File: config.mk
export PLATFORM = sky130hd
export DESIGN_NAME = pwm_multi_channel
export DESIGN_NICKNAME = d
export VERILOG_FILES = /design/src/rtl/pwm_pkg.sv /design/src/rtl/pwm_multi_channel_channel.sv /design/src/rtl/pwm_multi_channel.sv
export SDC_FILE = /design/constraint.sdc
export NUM_CORES = 1
export LEC_CHECK = 0
export CORE_ASPECT_RATIO = 0.9
export CORE_MARGIN = 2
export CORE_UTILIZATION = 28
export DETAILED_ROUTE_END_ITERATION = 16
export GPL_ROUTABILITY_DRIVEN = 0
export PLACE_DENSITY_LB_ADDON = 0.2
export SLEW_MARGIN = 0
export SYNTH_ARGS = -nofsm -noshare
export SYNTH_HDL_FRONTEND = slang
export SYNTH_SLANG_ARGS = --single-unit
File: constraint.sdc
create_clock -name clk -period 2.4 [get_ports clk]
set_input_delay 0.24 -clock clk [delete_from_list [all_inputs] [get_ports clk]]
set_output_delay 0.24 -clock clk [all_outputs]
set_load 0.05 [all_outputs]
File: src/rtl/pwm_pkg.sv
// Shared definitions for the multi-channel PWM block: register address map
// and the per-channel output-mode encoding.
package pwm_pkg;

  // Channel shadow duties occupy addresses DUTY_BASE .. DUTY_BASE+NUM_CH-1.
  localparam int DUTY_BASE = 0;

  // Output mode of one channel, derived from its two enable bits.
  typedef enum logic [1:0] {
    MODE_OFF  = 2'b00,  // output forced low
    MODE_ON   = 2'b01,  // output forced high
    MODE_PWM  = 2'b11   // output follows the PWM compare
  } out_mode_e;

  // The prescaler reload register sits directly after the duty block.
  function automatic int presc_addr(input int num_ch);
    return DUTY_BASE + num_ch;
  endfunction

  // en_out has priority: a disabled output is low regardless of en_pwm.
  function automatic out_mode_e out_mode(input logic en_out, input logic en_pwm);
    if (!en_out) return MODE_OFF;
    if (!en_pwm) return MODE_ON;
    return MODE_PWM;
  endfunction

endpackage

File: src/rtl/pwm_multi_channel_channel.sv
// One PWM channel: shadow duty (written by the host), active duty (loaded at
// period wrap), compare against the shared counter, and the output register.
module pwm_channel
  import pwm_pkg::*;
#(
  parameter int CNT_W = 8
) (
  input  logic             clk,
  input  logic             rst_n,
  input  logic             duty_we,
  input  logic [CNT_W-1:0] duty_data,
  input  logic             load,
  input  logic [CNT_W-1:0] cnt,
  input  logic             en_out,
  input  logic             en_pwm,
  output logic             out
);

  logic [CNT_W-1:0] shadow_duty_reg;
  logic [CNT_W-1:0] active_duty_reg;
  logic             out_reg;
  logic             pwm_level;

  // Strict less-than: duty 0 never high, duty 2^CNT_W-1 always high because
  // the counter never reaches its all-ones value.
  assign pwm_level = (cnt < active_duty_reg);
  assign out       = out_reg;

  // Host-visible shadow duty.
  always_ff @(posedge clk) begin
    if (!rst_n)       shadow_duty_reg <= '0;
    else if (duty_we) shadow_duty_reg <= duty_data;
  end

  // Active duty copies the shadow only at wrap; a same-cycle write lands in
  // the shadow and is therefore picked up one period later.
  always_ff @(posedge clk) begin
    if (!rst_n)    active_duty_reg <= '0;
    else if (load) active_duty_reg <= shadow_duty_reg;
  end

  // Registered output according to the current enable mode.
  always_ff @(posedge clk) begin
    if (!rst_n) begin
      out_reg <= 1'b0;
    end else begin
      case (out_mode(en_out, en_pwm))
        MODE_OFF: out_reg <= 1'b0;
        MODE_ON:  out_reg <= 1'b1;
        MODE_PWM: out_reg <= pwm_level;
        default:  out_reg <= 1'b0;
      endcase
    end
  end

endmodule

File: src/rtl/pwm_multi_channel.sv
// Multi-channel PWM generator: shared prescaler and period counter, write
// decoder, and NUM_CH channel instances.
module pwm_multi_channel
  import pwm_pkg::*;
#(
  parameter  int NUM_CH  = 16,
  parameter  int CNT_W   = 8,
  parameter  int PRESC_W = 8,
  localparam int ADDR_W  = $clog2(NUM_CH + 1)
) (
  input  logic              clk,
  input  logic              rst_n,
  input  logic [NUM_CH-1:0] en_out,
  input  logic [NUM_CH-1:0] en_pwm,
  input  logic              wr_en,
  input  logic [ADDR_W-1:0] wr_addr,
  input  logic [CNT_W-1:0]  wr_data,
  output logic [NUM_CH-1:0] out,
  output logic              period_start
);

  // Last counter value before wrap: 2^CNT_W-2 (all ones except the LSB).
  localparam logic [CNT_W-1:0]   CNT_LAST  = {{(CNT_W-1){1'b1}}, 1'b0};
  localparam logic [CNT_W-1:0]   CNT_ONE   = CNT_W'(1);
  localparam logic [PRESC_W-1:0] PRESC_ONE = PRESC_W'(1);

  logic [PRESC_W-1:0] presc_cnt_reg;
  logic [PRESC_W-1:0] presc_reload_reg;
  logic [CNT_W-1:0]   cnt_reg;
  logic               period_start_reg;
  logic               tick;
  logic               wrap;
  logic               presc_we;
  logic [NUM_CH-1:0]  duty_we;

  // Down-counting prescaler: tick when it reaches zero, then reload. Because
  // the reload value is only consulted at that moment, a new prescaler value
  // takes effect at the next reload without disturbing the period counter.
  assign tick     = (presc_cnt_reg == '0);
  assign wrap     = tick && (cnt_reg == CNT_LAST);
  assign presc_we = wr_en && (wr_addr == ADDR_W'(presc_addr(NUM_CH)));

  assign period_start = period_start_reg;

  // Prescaler count.
  always_ff @(posedge clk) begin
    if (!rst_n)    presc_cnt_reg <= '0;
    else if (tick) presc_cnt_reg <= presc_reload_reg;
    else           presc_cnt_reg <= presc_cnt_reg - PRESC_ONE;
  end

  // Prescaler reload register (low PRESC_W bits of the write data).
  always_ff @(posedge clk) begin
    if (!rst_n)        presc_reload_reg <= '0;
    else if (presc_we) presc_reload_reg <= PRESC_W'(wr_data);
  end

  // Period counter 0 .. 2^CNT_W-2, advancing on ticks only.
  always_ff @(posedge clk) begin
    if (!rst_n)    cnt_reg <= '0;
    else if (tick) cnt_reg <= wrap ? '0 : cnt_reg + CNT_ONE;
  end

  // One-cycle pulse coinciding with the counter returning to zero.
  always_ff @(posedge clk) begin
    if (!rst_n) period_start_reg <= 1'b0;
    else        period_start_reg <= wrap;
  end

  // One channel per output bit, each with its own duty write strobe.
  generate
    for (genvar gi = 0; gi < NUM_CH; gi++) begin : g_ch
      assign duty_we[gi] = wr_en && (wr_addr == ADDR_W'(DUTY_BASE + gi));

      pwm_channel #(
        .CNT_W (CNT_W)
      ) u_ch (
        .clk       (clk),
        .rst_n     (rst_n),
        .duty_we   (duty_we[gi]),
        .duty_data (wr_data),
        .load      (wrap),
        .cnt       (cnt_reg),
        .en_out    (en_out[gi]),
        .en_pwm    (en_pwm[gi]),
        .out       (out[gi])
      );
    end
  endgenerate

endmodule

==> impl_metrics.toml <==
[timing]
setup_tns_ns = 0
worstMarginPinSlew_ns = 0.580
finalCritPeriodShare_pct = 87.7
final_max_slew_viol_count = 0
max_slew_margin_pct = 61.0
setup_viol = 0
rsz0062_at_grt = "no"
fmax_mhz = 475
hold_slack_ns = 0.127
skew_ns = 0.0124
hold_violations = 0
period_minus_slack_ns = 2.10

[global_route]
globalRouteMet1Util_pct = 20.1
antenna_found_initial = 0
busiest_layer = "met2"
use_met2_pct = 24.2
grt_pass1_vias = 9725
grt_first_pass_wirelength_um = 57100
met3_usage_pct = 2.33
track_usage_pct = 14.8
overflow = 0
grt_max_degree = 64

[cts]
hold_buffers = 0
tritoncts = "yes"
post_cts_resized = 0
htreeDepth = 2
post_cts_buffers = 0
path_clk_slew_ns = 0.06
clockBufferDepth = 3
cts_num_sinks = 297
cts_buffers = 35
clkLatencyLatePin_ns = 0.52
ctsRootBufferMaster = "clkbuf_16"

[synth]
synth_top_cell_by_area = "dfxtp_1"
synth_warnings = 0
syn_nets = 1555
yosysSeqAreaShare_pct = 44.3
netlist_area_mm2 = 0.0134
synth-edff-count = 0
yosys.area.top_type_share_pct = 44.3
ys_types = 49
ys_ff_latch = 297
synth_ff_type = "dfxtp_1"
synth_area_per_cell_um2 = 9.64
postSynth.asyncResetShare_pct = 0
synth_cells = 1392
synth_area_leaders = "dfxtp_1, ha_1, a22o_1"

[floorplanning]
ios = 65
core_mm2 = 0.0476
die_w_um = 235
rows = 76
die_y_um = 212
fp.dieArea_mm2 = 0.0497
start_util_pct = 28.2

[hold_path]
hold_path_startpoint = "rst_n"
min_path_type = "in2reg"
whs_path_depth = 2

[route]
ant_nets = 0
drc = 0
drtPass1Iterations = 4
wl_um = 36500
vias_per_cell = 4.72
routedWlPerCell_um = 17.5
dr_total_vias = 9878
drt-initial-drc-count = 467

[run_status]
status = "finished clean"

[power_and_ir_drop]
p_leak_nw = 5.91
cellPowerDensity_mw_per_mm2 = 731
ir_drop_v = 0.000450

[cells_and_area]
drive_gt1_share_pct = 8.66
final_net_count = 1607
area_growth_pct = 19.1

[setup_path]
r2r_cells = 5
critPathMaxFanout = 20
cp-start-kind = "register"
crit_path_start = "presc_cnt_reg[4]$_SDFF_PN0_"
reg2reg_from = "presc_cnt_reg[4]$_SDFF_PN0_"
cp-end-kind = "register"
r2r_slack_ns = 0.30
critical_path_required_ns = 2.86
arrival_ns = 2.57
rr_endpoint = "g_ch[6].u_ch.active_duty_reg[4]$_SDFFE_PN0P_"
timing_worst_setup_path_type = "reg2reg"
endpoint = "g_ch[6].u_ch.active_duty_reg[4]$_SDFFE_PN0P_"

[placement]
dp_hpwl_um = 22900
portBuffers = 64

[run]
maxCapViolations = 0
critical path, stage by stage, from the launching register on:
cell	delay [ns]
dfxtp_1	0.36
or4_1	0.70
nor2_4	0.20
and3_4	0.32
buf_4	0.29
a22o_1	0.16
cells by family after synthesis:
logic type                 after synthesis  synth area share [%]
AOI/OAI and AO/OA                      312                  18.0
xor gates and xnor gates                 9                 0.587
adders and majority gates              115                  10.7
buffers and inverters                  221                  7.62
DFF                                    297                  44.3
muxes                                   65                  4.85
and+or+nand+nor                        373                  14.0
synthesized netlist by cell type, types with 2 or more instances:
cell / n
a211o_1: 4
nor4bb_1: 2
a21o_1: 8
nor3b_1: 2
or3b_2: 11
nand2b_1: 4
dfxtp_1: 297
mux2i_1: 65
buf_1: 2
o31ai_1: 2
or4_1: 3
o211ai_1: 11
inv_1: 116
nor2_1: 43
o21ai_0: 17
a211oi_1: 23
buf_4: 18
a22o_1: 128
ha_1: 115
nor2b_1: 71
a21oi_1: 22
buf_6: 12
nand2_1: 121
or3_1: 2
buf_2: 19
nor3_1: 8
xor2_1: 4
o2111ai_1: 4
a21boi_0: 74
nand3_1: 81
o211a_1: 2
o22ai_1: 12
nand4_1: 15
xnor2_1: 5
nor4_1: 3
clkbuf_1: 53
metal layers:
layer	vias to the layer above	wire length, um	part of all wire [%]
met5	-	0	0
met1	4692	17900	49
li1	4977	-	-
met3	53	1410	3.9
met4	0	780	2.1
met2	156	16400	45
worst min path at each step:
stage                                                               end
after floorplan                             g_ch[0].u_ch.out$_SDFF_PN0_
after global placement     g_ch[5].u_ch.active_duty_reg[1]$_SDFFE_PN0P_
after detailed placement  g_ch[13].u_ch.active_duty_reg[1]$_SDFFE_PN0P_
after CTS                                   presc_cnt_reg[4]$_SDFF_PN0_
after global routing                            cnt_reg[1]$_SDFFE_PN0P_
final                                           cnt_reg[1]$_SDFFE_PN0P_
power by group:
| part | leakage [nW] | switching (mW) | internal [mW] | total (mW) |
|---|---|---|---|---|
| clock | 0.555 | 2.07 | 3.23 | 5.29 |
| combinational | 2.96 | 0.762 | 0.521 | 1.28 |
| sequential | 2.40 | 0.0749 | 5.03 | 5.10 |
cells in the final DEF, fill, tap and decap left out, drive strengths merged, types with 23 or more instances in the layout:
| master | instances |
|---|---|
| buf | 57 |
| dfxtp | 297 |
| a22o | 128 |
| nor2b | 71 |
| nand3 | 81 |
| nand2 | 121 |
| a21boi | 75 |
| a211oi | 23 |
| clkbuf | 50 |
| ha | 115 |
| inv | 116 |
| nor2 | 44 |
| mux2i | 65 |
| clkdlybuf4s50 | 63 |
layout make-up:
class | count | area, um2
Antenna cell | 1 | 2.50
Clock buffer | 50 | 1000
Clock inverter | 9 | 124
Fill cell | 4845 | 31700
Inverter | 116 | 435
Multi-Input combinational cell | 874 | 6510
Sequential cell | 297 | 5950
Tap cell | 624 | 781
Timing Repair Buffer | 120 | 1170
through the flow:
stage          cell area [um2]  setup WS, ns  total power, mW  cells  utilization, %
6_report                 16000         0.296             11.7   2091            33.5
5_1_grt                  16000         0.188             12.2   2090            33.5
4_1_cts                  16000         0.276             11.9   2090            33.5
3_5_place_dp             14800         0.146             6.50   2031            31.2
3_3_place_gp             14800         0.182             6.49   2031            31.2
2_1_floorplan            13400         0.425             6.03   1392               -
Power figures use the tool's default switching activity.
